<file path="src/rtl/alarm_clock_multi.sv">
// 24-hour real-time clock with a 1 Hz clock-enable prescaler, N loadable alarm
// slots, snooze, ring timeout and 12/24-hour BCD display decode.
module alarm_clock_multi #(
  parameter int CLK_HZ   = 10,
  parameter int N_ALARMS = 4,
  parameter int SNOOZE_S = 300,
  parameter int RING_S   = 60,
  localparam int AW      = $clog2(N_ALARMS)
) (
  input  logic                clk,
  input  logic                reset,
  input  logic [1:0]          H_in1,
  input  logic [3:0]          H_in0,
  input  logic [3:0]          M_in1,
  input  logic [3:0]          M_in0,
  input  logic                LD_time,
  input  logic                LD_alarm,
  input  logic [AW-1:0]       AL_SEL,
  input  logic [N_ALARMS-1:0] AL_EN,
  input  logic                AL_ON,
  input  logic                STOP_alarm,
  input  logic                SNOOZE,
  input  logic                MODE_12H,
  output logic                Alarm,
  output logic                snoozed,
  output logic [AW-1:0]       ring_id,
  output logic                ld_err,
  output logic                tick,
  output logic                pm,
  output logic [1:0]          H_out1,
  output logic [3:0]          H_out0,
  output logic [3:0]          M_out1,
  output logic [3:0]          M_out0,
  output logic [3:0]          S_out1,
  output logic [3:0]          S_out0
);

  localparam int PW = (CLK_HZ > 2) ? $clog2(CLK_HZ) : 1;
  localparam int RW = $clog2(RING_S + 1);
  localparam int SW = $clog2(SNOOZE_S + 1);

  typedef enum logic [1:0] {IDLE, RINGING, SNOOZED} state_t;

  logic [PW-1:0]       presc_reg;
  logic [4:0]          hour_reg, hour_inc;
  logic [5:0]          min_reg, min_inc;
  logic [5:0]          sec_reg, sec_inc;
  state_t              state_reg, state_next;
  logic [RW-1:0]       ring_cnt_reg, ring_cnt_next;
  logic [SW-1:0]       snooze_cnt_reg, snooze_cnt_next;
  logic [AW-1:0]       ring_id_reg, ring_id_next;
  logic                ld_err_reg;
  logic [N_ALARMS-1:0] match_vec;
  logic                match_any;
  logic [AW-1:0]       match_idx;
  logic [4:0]          disp_hour;

  logic [5:0] in_hour, in_min;
  logic       in_valid, sel_valid, ld_time_ok, ld_alarm_ok, ld_reject, tick_adv;

  // Hours are always entered in 24-hour form; digits above 9 are rejected.
  assign in_hour     = 6'(H_in1) * 6'd10 + 6'(H_in0);
  assign in_min      = 6'(M_in1) * 6'd10 + 6'(M_in0);
  assign in_valid    = (in_hour <= 6'd23) && (H_in0 <= 4'd9) && (M_in1 <= 4'd5) && (M_in0 <= 4'd9);
  assign sel_valid   = (int'(AL_SEL) < N_ALARMS);
  assign ld_time_ok  = LD_time && in_valid;
  assign ld_alarm_ok = LD_alarm && in_valid && sel_valid;
  assign ld_reject   = (LD_time && !in_valid) || (LD_alarm && !(in_valid && sel_valid));

  assign tick     = (presc_reg == PW'(CLK_HZ - 1));
  assign tick_adv = tick && !ld_time_ok;

  always_comb begin
    sec_inc  = sec_reg + 6'd1;
    min_inc  = min_reg;
    hour_inc = hour_reg;
    if (sec_reg == 6'd59) begin
      sec_inc = '0;
      min_inc = min_reg + 6'd1;
      if (min_reg == 6'd59) begin
        min_inc  = '0;
        hour_inc = (hour_reg == 5'd23) ? '0 : hour_reg + 5'd1;
      end
    end
  end

  always_ff @(posedge clk or negedge reset) begin
    if (!reset) begin
      presc_reg  <= '0;
      hour_reg   <= '0;
      min_reg    <= '0;
      sec_reg    <= '0;
      ld_err_reg <= 1'b0;
    end else begin
      ld_err_reg <= ld_reject;
      if (ld_time_ok) begin
        presc_reg <= '0;
        hour_reg  <= in_hour[4:0];
        min_reg   <= in_min;
        sec_reg   <= '0;
      end else if (tick) begin
        presc_reg <= '0;
        hour_reg  <= hour_inc;
        min_reg   <= min_inc;
        sec_reg   <= sec_inc;
      end else begin
        presc_reg <= presc_reg + PW'(1);
      end
    end
  end

  // Each slot compares against the time it is about to become, at second 0.
  for (genvar gi = 0; gi < N_ALARMS; gi++) begin : g_slot
    logic [4:0] slot_hour_reg;
    logic [5:0] slot_min_reg;

    always_ff @(posedge clk or negedge reset) begin
      if (!reset) begin
        slot_hour_reg <= '0;
        slot_min_reg  <= '0;
      end else if (ld_alarm_ok && (AL_SEL == AW'(gi))) begin
        slot_hour_reg <= in_hour[4:0];
        slot_min_reg  <= in_min;
      end
    end

    assign match_vec[gi] = tick_adv && (sec_inc == 6'd0) && (hour_inc == slot_hour_reg) &&
                           (min_inc == slot_min_reg) && AL_EN[gi] && AL_ON;
  end

  assign match_any = |match_vec;

  always_comb begin
    match_idx = '0;
    for (int i = N_ALARMS - 1; i >= 0; i--) begin
      if (match_vec[i]) match_idx = AW'(i);
    end
  end

  always_ff @(posedge clk or negedge reset) begin
    if (!reset) begin
      state_reg      <= IDLE;
      ring_cnt_reg   <= '0;
      snooze_cnt_reg <= '0;
      ring_id_reg    <= '0;
    end else begin
      state_reg      <= state_next;
      ring_cnt_reg   <= ring_cnt_next;
      snooze_cnt_reg <= snooze_cnt_next;
      ring_id_reg    <= ring_id_next;
    end
  end

  always_comb begin
    state_next      = state_reg;
    ring_cnt_next   = ring_cnt_reg;
    snooze_cnt_next = snooze_cnt_reg;
    ring_id_next    = ring_id_reg;
    if (!AL_ON || STOP_alarm) begin
      state_next = IDLE;
    end else if (SNOOZE && (state_reg == RINGING)) begin
      state_next      = SNOOZED;
      snooze_cnt_next = SW'(SNOOZE_S);
    end else if (match_any && (state_reg != RINGING)) begin
      state_next    = RINGING;
      ring_id_next  = match_idx;
      ring_cnt_next = RW'(RING_S);
    end else if (tick) begin
      case (state_reg)
        RINGING: begin
          if (ring_cnt_reg <= RW'(1)) begin
            state_next    = IDLE;
            ring_cnt_next = '0;
          end else begin
            ring_cnt_next = ring_cnt_reg - RW'(1);
          end
        end
        SNOOZED: begin
          if (snooze_cnt_reg <= SW'(1)) begin
            state_next      = RINGING;
            snooze_cnt_next = '0;
            ring_cnt_next   = RW'(RING_S);
          end else begin
            snooze_cnt_next = snooze_cnt_reg - SW'(1);
          end
        end
        default: ;
      endcase
    end
  end

  always_comb begin
    disp_hour = hour_reg;
    if (MODE_12H) begin
      if (hour_reg == 5'd0)       disp_hour = 5'd12;
      else if (hour_reg > 5'd12)  disp_hour = hour_reg - 5'd12;
    end
  end

  assign Alarm   = (state_reg == RINGING);
  assign snoozed = (state_reg == SNOOZED);
  assign ring_id = ring_id_reg;
  assign ld_err  = ld_err_reg;
  assign pm      = (hour_reg >= 5'd12);
  assign H_out1  = 2'(disp_hour / 5'd10);
  assign H_out0  = 4'(disp_hour % 5'd10);
  assign M_out1  = 4'(min_reg / 6'd10);
  assign M_out0  = 4'(min_reg % 6'd10);
  assign S_out1  = 4'(sec_reg / 6'd10);
  assign S_out0  = 4'(sec_reg % 6'd10);

endmodule
</file>
<file path="config.mk">
export PLATFORM = sky130hd
export DESIGN_NAME = alarm_clock_multi
export DESIGN_NICKNAME = d
export VERILOG_FILES = /design/src/rtl/alarm_clock_multi.sv
export SDC_FILE = /design/constraint.sdc
export NUM_CORES = 1
export LEC_CHECK = 0
export CAP_MARGIN = 5
export CORE_MARGIN = 3
export CORE_UTILIZATION = 40
export DETAILED_ROUTE_END_ITERATION = 10
export DONT_BUFFER_PORTS = 1
export PLACE_DENSITY = 0.59
export SLEW_MARGIN = 40
export SYNTH_ARGS = -nofsm -noshare
export SYNTH_HDL_FRONTEND = slang
export SYNTH_SLANG_ARGS = --single-unit
</file>
<file path="constraint.sdc">
create_clock -name clk -period 3.91 [get_ports clk]
set_input_delay 0.782 -clock clk [delete_from_list [all_inputs] [get_ports clk]]
set_output_delay 0.782 -clock clk [all_outputs]
set_load 0.005 [all_outputs]
</file>
==> flow_summary.ini, run 1 <==
[run_status]
status = complete, no violations

[route]
drt_first_pass_iters = 5
drt_iter0_markers = 692
totalWireLength_mm = 21.9
wl_per_cell_microns = 20.5
drc = 0
vias = 6429
vias_per_cell = 6.01
antenna_left = 0

[synthesis]
synthesis.instances = 798
yosys.area.top_type = dfrtp_1
ys_seq_area_share_pct = 31.0
ys_top_cells_by_area = dfrtp_1 (31%), ha_1 (6.9%), mux2_2 (5.4%)
yosysWarnings = 0
synth_edf_count = 0
ys_seq_elements = 85
yosysTopAreaCellShare_pct = 31.0
syn-cell-area_sq_um = 6860
synthFlopType = dfrtp_1
ys_types = 76
synth-async-reset-ratio_pct = 100
syn_area_per_cell_sq_um = 8.59

[setup_path]
timing.rr.end = snooze_cnt_reg[0]
worst_setup_path_start_kind = flop
worst_setup_path_end_kind = output port
crit_fanout = 5
reg2regPathDepth = 14
required_ns = 3.13
crit_type = reg2out
worst-endpoint-arrival_ns = 3.10
r2r_slack_ns = 0.17
reg2reg_from = min_reg[0]

[timing]
timing_hold_violations_final = 0
setup_tns_ns = 0
setup_slack_ns = 0.0324
slew_viol_final = 0
rsz0062_at_grt = true
worst_hold_slack_ns = 0.124
fmax_ghz = 0.258
relSlewSlack_pct = 47.8
worst_pin_slew_ns = 0.776
finalCriticalPeriod_ns = 3.88
fin_skew_ns = 0.00686
period_share_pct = 99.2
setup_viol = 0

[placed_design]
place_congestion = 0.908
dpl-instance-area_sq_um = 7460
pre_cts_ws_ns = -0.322
hpwl_mm = 16.2
dp.cells = 1039
portBuffers = 0

[grt]
grt_max_degree = 86
grt_overflow = 0
grt_pass1_wl_mm = 34.3
first_global_vias = 6334
antenna_found_initial = 2
gr-usage-all-layers_pct = 23.5

[clock_network]
cts.sinks = 85
cts_tree = done
clk_latency_ns = 0.35
cts_root_buffer = clkbuf_16
hold_buffers = 0
clk_pin_slew_worst_paths_ns = 0.06
htreeDepth = 3
cts_buffers = 9
cts_buffer_depth = 2

[cells_and_area]
nNetsFinal = 914
num_antenna_cells = 0
drive_above_1_share_pct = 20.6
area_growth_syn_to_layout_pct = 18.0
largest_reg_flops = 24
final_area_sq_um = 8090
layout.cells.non_filler = 1069
fin_util_pct = 48.4

[floorplanning]
initial_core_util_pct = 41.1
die_area_sq_um = 18800
die_x_microns = 137
core_sq_um = 16700
rows = 47
pin_count = 57
die_y_microns = 137

[power_and_ir_drop]
irDropWorstVdd_mv = 0.348
power_mw = 4.82
power_density_nw_per_um2 = 596
leakagePower_nw = 3.43

[run]
drv_cap = 0

[min_path]
hold_path.class = in2async
## cell usage in the layout (no fill, tap or decap), types with 10 or more instances in the layout
cell type  instances
inv_1             41
buf_4             75
mux2_2            32
nand2_1           59
mux2i_1           16
nor2_1            51
a31oi_1           10
nor4_1            14
nor3_1            21
and3_1            10
xor2_1            15
nand3_1           19
a21oi_1           62
dfrtp_1           83
xnor2_1           29
o21ai_0           48
nand2b_1          12
ha_1              31
nand4_1           10
## power by group
| part | internal [mW] | total [mW] | switching [mW] |
|---|---|---|---|
| Sequential | 1.09 | 1.31 | 0.226 |
| Clock | 0.488 | 0.849 | 0.361 |
| Combinational | 1.17 | 2.66 | 1.49 |
## repair_timing
| action | in CTS | in global routing |
|---|---|---|
| pin swaps | 4 | 18 |
| setup endpoints to repair | 6 | 19 |
| resized for setup | 20 | 25 |
| buffers inserted | 7 | 9 |
## cells by family (layout without fill, tap and decap cells)
kind of cell | Yosys count | in the layout | share of synthesized area, %
buf+inv | 88 | 138 | 5.44
simple gates | 276 | 276 | 21.9
flops | 85 | 85 | 31.0
fa+ha+maj | 40 | 40 | 7.52
mux | 49 | 49 | 7.75
other cells | 1 | 2 | 0.0547
xor+xnor | 46 | 46 | 5.87
compound gates | 213 | 213 | 20.4
## synthesized netlist by cell type (all sizes together), types with 12 or more instances
master,number
xor2,15
a31oi,12
xnor2,31
mux2,33
nand2b,13
nor4,16
buf,13
clkbuf,30
nor2,53
dfrtp,85
inv,45
nand2,61
nand3,20
mux2i,16
o21ai,54
ha,38
nor3,24
a21oi,63
## critical path, cell delays in order (launching register included)
cell      delay (ns)
dfrtp_2         0.47
ha_4            0.20
nand2_4         0.08
a31oi_4         0.11
o31ai_4         0.22
and2_4          0.18
ha_2            0.18
inv_2           0.06
a31oi_4         0.20
xnor2_2         0.16
ha_2            0.21
nor2_2          0.04
a221oi_2        0.23
nor2_2          0.08
buf_4           0.15
xnor2_2         0.19
## metal layers
| metal | up-vias | part of all wire (%) | routed length [microns] | track usage (%) |
|---|---|---|---|---|
| met4 | 4 | 1.8 | 395 | 5.88 |
| li1 | 3025 | - | - | - |
| met2 | 231 | 46 | 10100 | 37.5 |
| met1 | 3131 | 45 | 9760 | 31.8 |
| met5 | - | 0.12 | 27 | 0 |
| met3 | 38 | 7.3 | 1590 | 6.21 |
## worst max path at each step
stage	start	end	slack, ns	cells after the start
global placement	H_in1[0]	snooze_cnt_reg[0]	-0.27	11
global route	hour_reg[2]	H_out0[3]	-0.12	15
floorplan	H_in1[0]	snooze_cnt_reg[0]	-0.22	12
CTS	hour_reg[0]	H_out0[3]	0.005	16
detailed placement	H_in1[0]	snooze_cnt_reg[0]	-0.32	11
finish	hour_reg[2]	H_out0[1]	0.03	15
## layout make-up
cell class | count | area, sq um
Clock buffer | 10 | 229
Clock inverter | 4 | 51.3
Fill cell | 1626 | 8610
Inverter | 45 | 169
Multi-Input combinational cell | 626 | 4610
Sequential cell | 85 | 2130
Tap cell | 220 | 275
Timing Repair Buffer | 79 | 626
(Power assumes the default switching activity.)
==> inputs of run 2 (changes only) <==
--- a/config.mk
+++ b/config.mk
@@ -5,6 +5,7 @@
 export SDC_FILE = /design/constraint.sdc
 export NUM_CORES = 1
 export LEC_CHECK = 0
+export ABC_AREA = 1
 export CAP_MARGIN = 5
 export CORE_MARGIN = 3
 export CORE_UTILIZATION = 40
==> run 2 against run 1 <==
Register-to-register slack gained 0.63 ns. Setup slack better by 0.19 ns. Non-clock buffer count fell by 59. Sequential cell count is the same.
==> flow_summary.ini, run 2 <==
[run_status]
status = complete, no violations

[grt]
grt_overflow = 0
gr-usage-all-layers_pct = 18.5
grt_max_degree = 86
first_global_vias = 5241
antenna_found_initial = 0
grt_pass1_wl_mm = 26.4

[setup_path]
worst_setup_path_start_kind = flop
crit_fanout = 5
cp-endpoint = H_out0[3]
required_ns = 3.13
crit_type = reg2out
critPathLaunch = hour_reg[0]
r2r_slack_ns = 0.80
timing.rr.end = snooze_cnt_reg[4]
reg2reg_from = sec_reg[1]
worst-endpoint-arrival_ns = 2.90
reg2regPathDepth = 20
worst_setup_path_end_kind = output port

[route]
totalWireLength_mm = 15.8
vias = 5667
drt_iter0_markers = 390
drt_first_pass_iters = 5
drc = 0
vias_per_cell = 4.96
wl_per_cell_microns = 13.8
antenna_left = 0

[synthesis]
ys_seq_elements = 85
syn_area_per_cell_sq_um = 7.01
ys_types = 40
yosys.area.top_type = dfrtp_1
synthTopCellsByCount = nand2_1 (269), inv_1 (133), dfrtp_1 (85)
ys_seq_area_share_pct = 33.3
synthesis.instances = 913
synth_edf_count = 0
yosysMostFrequentCell = nand2_1
synthFlopType = dfrtp_1
synth-async-reset-ratio_pct = 100
ys_top_cells_by_area = dfrtp_1 (33%), nand2_1 (16%), inv_1 (7.8%)
yosysWarnings = 0
syn-cell-area_sq_um = 6400
yosysTopAreaCellShare_pct = 33.3

[timing]
slew_viol_final = 0
worst_pin_slew_ns = 0.594
setup_viol = 0
fin_skew_ns = 0.00604
setup_slack_ns = 0.227
fmax_ghz = 0.271
period_share_pct = 94.2
relSlewSlack_pct = 60.2
worst_hold_slack_ns = 0.130
finalCriticalPeriod_ns = 3.68
timing_hold_violations_final = 0

[cells_and_area]
n_fill_cell = 1619
largest_reg_flops = 24
final_cell_mix = nand2_1 (266), inv_1 (132), dfrtp_1 (82)
seqCellArea_sq_um = 2130
multiInputGateArea_sq_um = 3710
layout.cells.non_filler = 1143
layout_commonest_cell = nand2_1
num_antenna_cells = 0
drive_above_1_share_pct = 10.9
nNetsFinal = 995
area_growth_syn_to_layout_pct = 10.4
final_area_sq_um = 7060

[floorplanning]
initial_core_util_pct = 41.5
die_y_microns = 132
die_x_microns = 132
die_area_sq_um = 17500
core_sq_um = 15400
pin_count = 57
rows = 45

[power_and_ir_drop]
combPwrFrac_pct = 47.7
seqPwrFrac_pct = 31.5
power_density_nw_per_um2 = 596
irDropWorstVdd_mv = 0.332
p_clk_share_pct = 20.9
leakagePower_nw = 3.66
intPower_mw = 2.38
switching_share_pct = 43.4
p_sw_mw = 1.83

[clock_network]
cts_root_buffer = clkbuf_16
clk_pin_slew_worst_paths_ns = 0.06
htreeDepth = 3
hold_buffers = 0
cts_buffer_depth = 2
cts_tree = done
cts.sinks = 85
clk_latency_ns = 0.35
cts_buffers = 9

[placed_design]
portBuffers = 0
dp.cells = 1117
dpl-instance-area_sq_um = 6630
place_congestion = 0.845
pre_cts_ws_ns = 0.356
hpwl_mm = 12.0

[min_path]
hold_path.class = in2async

[run]
drv_cap = 0
-- run 2: changes by cell type in the layout (fill, tap and decap cells not counted), sizes merged, moves of 33 or more --
cell | previous run | this run
nand2 | 61 | 285
inv | 45 | 135
buf | 79 | 20
nand3 | 20 | 75
a21oi | 63 | 18
mux2 | 33 | 0
-- run 2: what timing repair did --
| action | in CTS | in global routing |
|---|---|---|
| pin swaps | 0 | 4 |
| gates resized for setup | 2 | 18 |
| setup buffers | 0 | 10 |
| endpoints found under the setup margin | 3 | 4 |
-- run 2: cell type report --
cell class              count  share of cell area [%]
multi-input cells         676                    52.6
flip-flops and latches     85                    30.2
inverters                 135                    7.21
well taps                 211                    3.74
clock buffers              11                    3.44
repair buffers             20                    2.13
clock inverters             5                   0.709
-- run 2: power by group through the flow --
stage / Combinational (mW) / Clock (mW) / Sequential, mW
2_1_floorplan: 1.48 / 0 / 1.27
3_3_place_gp: 1.81 / 0 / 1.33
3_5_place_dp: 1.83 / 0 / 1.34
5_1_grt: 2.31 / 0.930 / 1.36
6_report: 2.00 / 0.879 / 1.32
4_1_cts: 1.85 / 0.894 / 1.33
-- run 2: kinds of logic (layout without fill, tap and decap cells) --
family | after synthesis | after routing | share of synthesized area, %
buf+inv | 153 | 171 | 9.82
other cells | 1 | 2 | 0.0586
fa+ha+maj | 40 | 40 | 8.06
mux | 1 | 1 | 0.157
simple gates | 491 | 491 | 34.7
xor+xnor | 27 | 27 | 3.70
compound gates | 115 | 115 | 10.3
flops | 85 | 85 | 33.3
-- run 2: worst min-delay path by stage --
| stage | startpoint | to | slack, ns |
|---|---|---|---|
| floorplan | ring_cnt_reg[1] | ring_cnt_reg[1] | 0.45 |
| global placement | ring_cnt_reg[1] | ring_cnt_reg[1] | 0.48 |
| detailed placement | ring_cnt_reg[1] | ring_cnt_reg[1] | 0.47 |
| CTS | reset | snooze_cnt_reg[4] | 0.12 |
| global route | reset | ld_err | 0.11 |
| finish | reset | hour_reg[4] | 0.13 |
-- run 2: metal layers --
| layer | share of wire [%] | GRT usage, % |
|---|---|---|
| met5 | 0 | 0 |
| met4 | 1.9 | 7.04 |
| met3 | 4.5 | 3.16 |
| met2 | 43 | 27.0 |
| met1 | 51 | 27.3 |
-- run 2: worst max-delay path, stage by stage, from the launching register on --
cell	delay, ns
dfrtp_1	0.43
inv_2	0.08
ha_4	0.17
nand3_2	0.08
nand2_1	0.07
nor2_2	0.14
inv_1	0.07
nand2_1	0.06
and3_4	0.19
ha_1	0.14
inv_1	0.03
nand2_1	0.08
nand2_2	0.08
xor2_2	0.20
ha_2	0.19
nor2_1	0.04
nand2_1	0.07
nand2_2	0.07
a21oi_2	0.16
xor2_1	0.19
-- run 2: per-stage QoR --
| step | power [mW] | util [%] | setup TNS (ns) |
|---|---|---|---|
| floorplan | 2.75 | - | 0 |
| global placement | 3.14 | 42.9 | 0 |
| detailed placement | 3.17 | 42.9 | 0 |
| CTS | 4.07 | 44.9 | -0.00267 |
| global route | 4.60 | 45.8 | -0.0408 |
| finish | 4.21 | 45.8 | 0 |
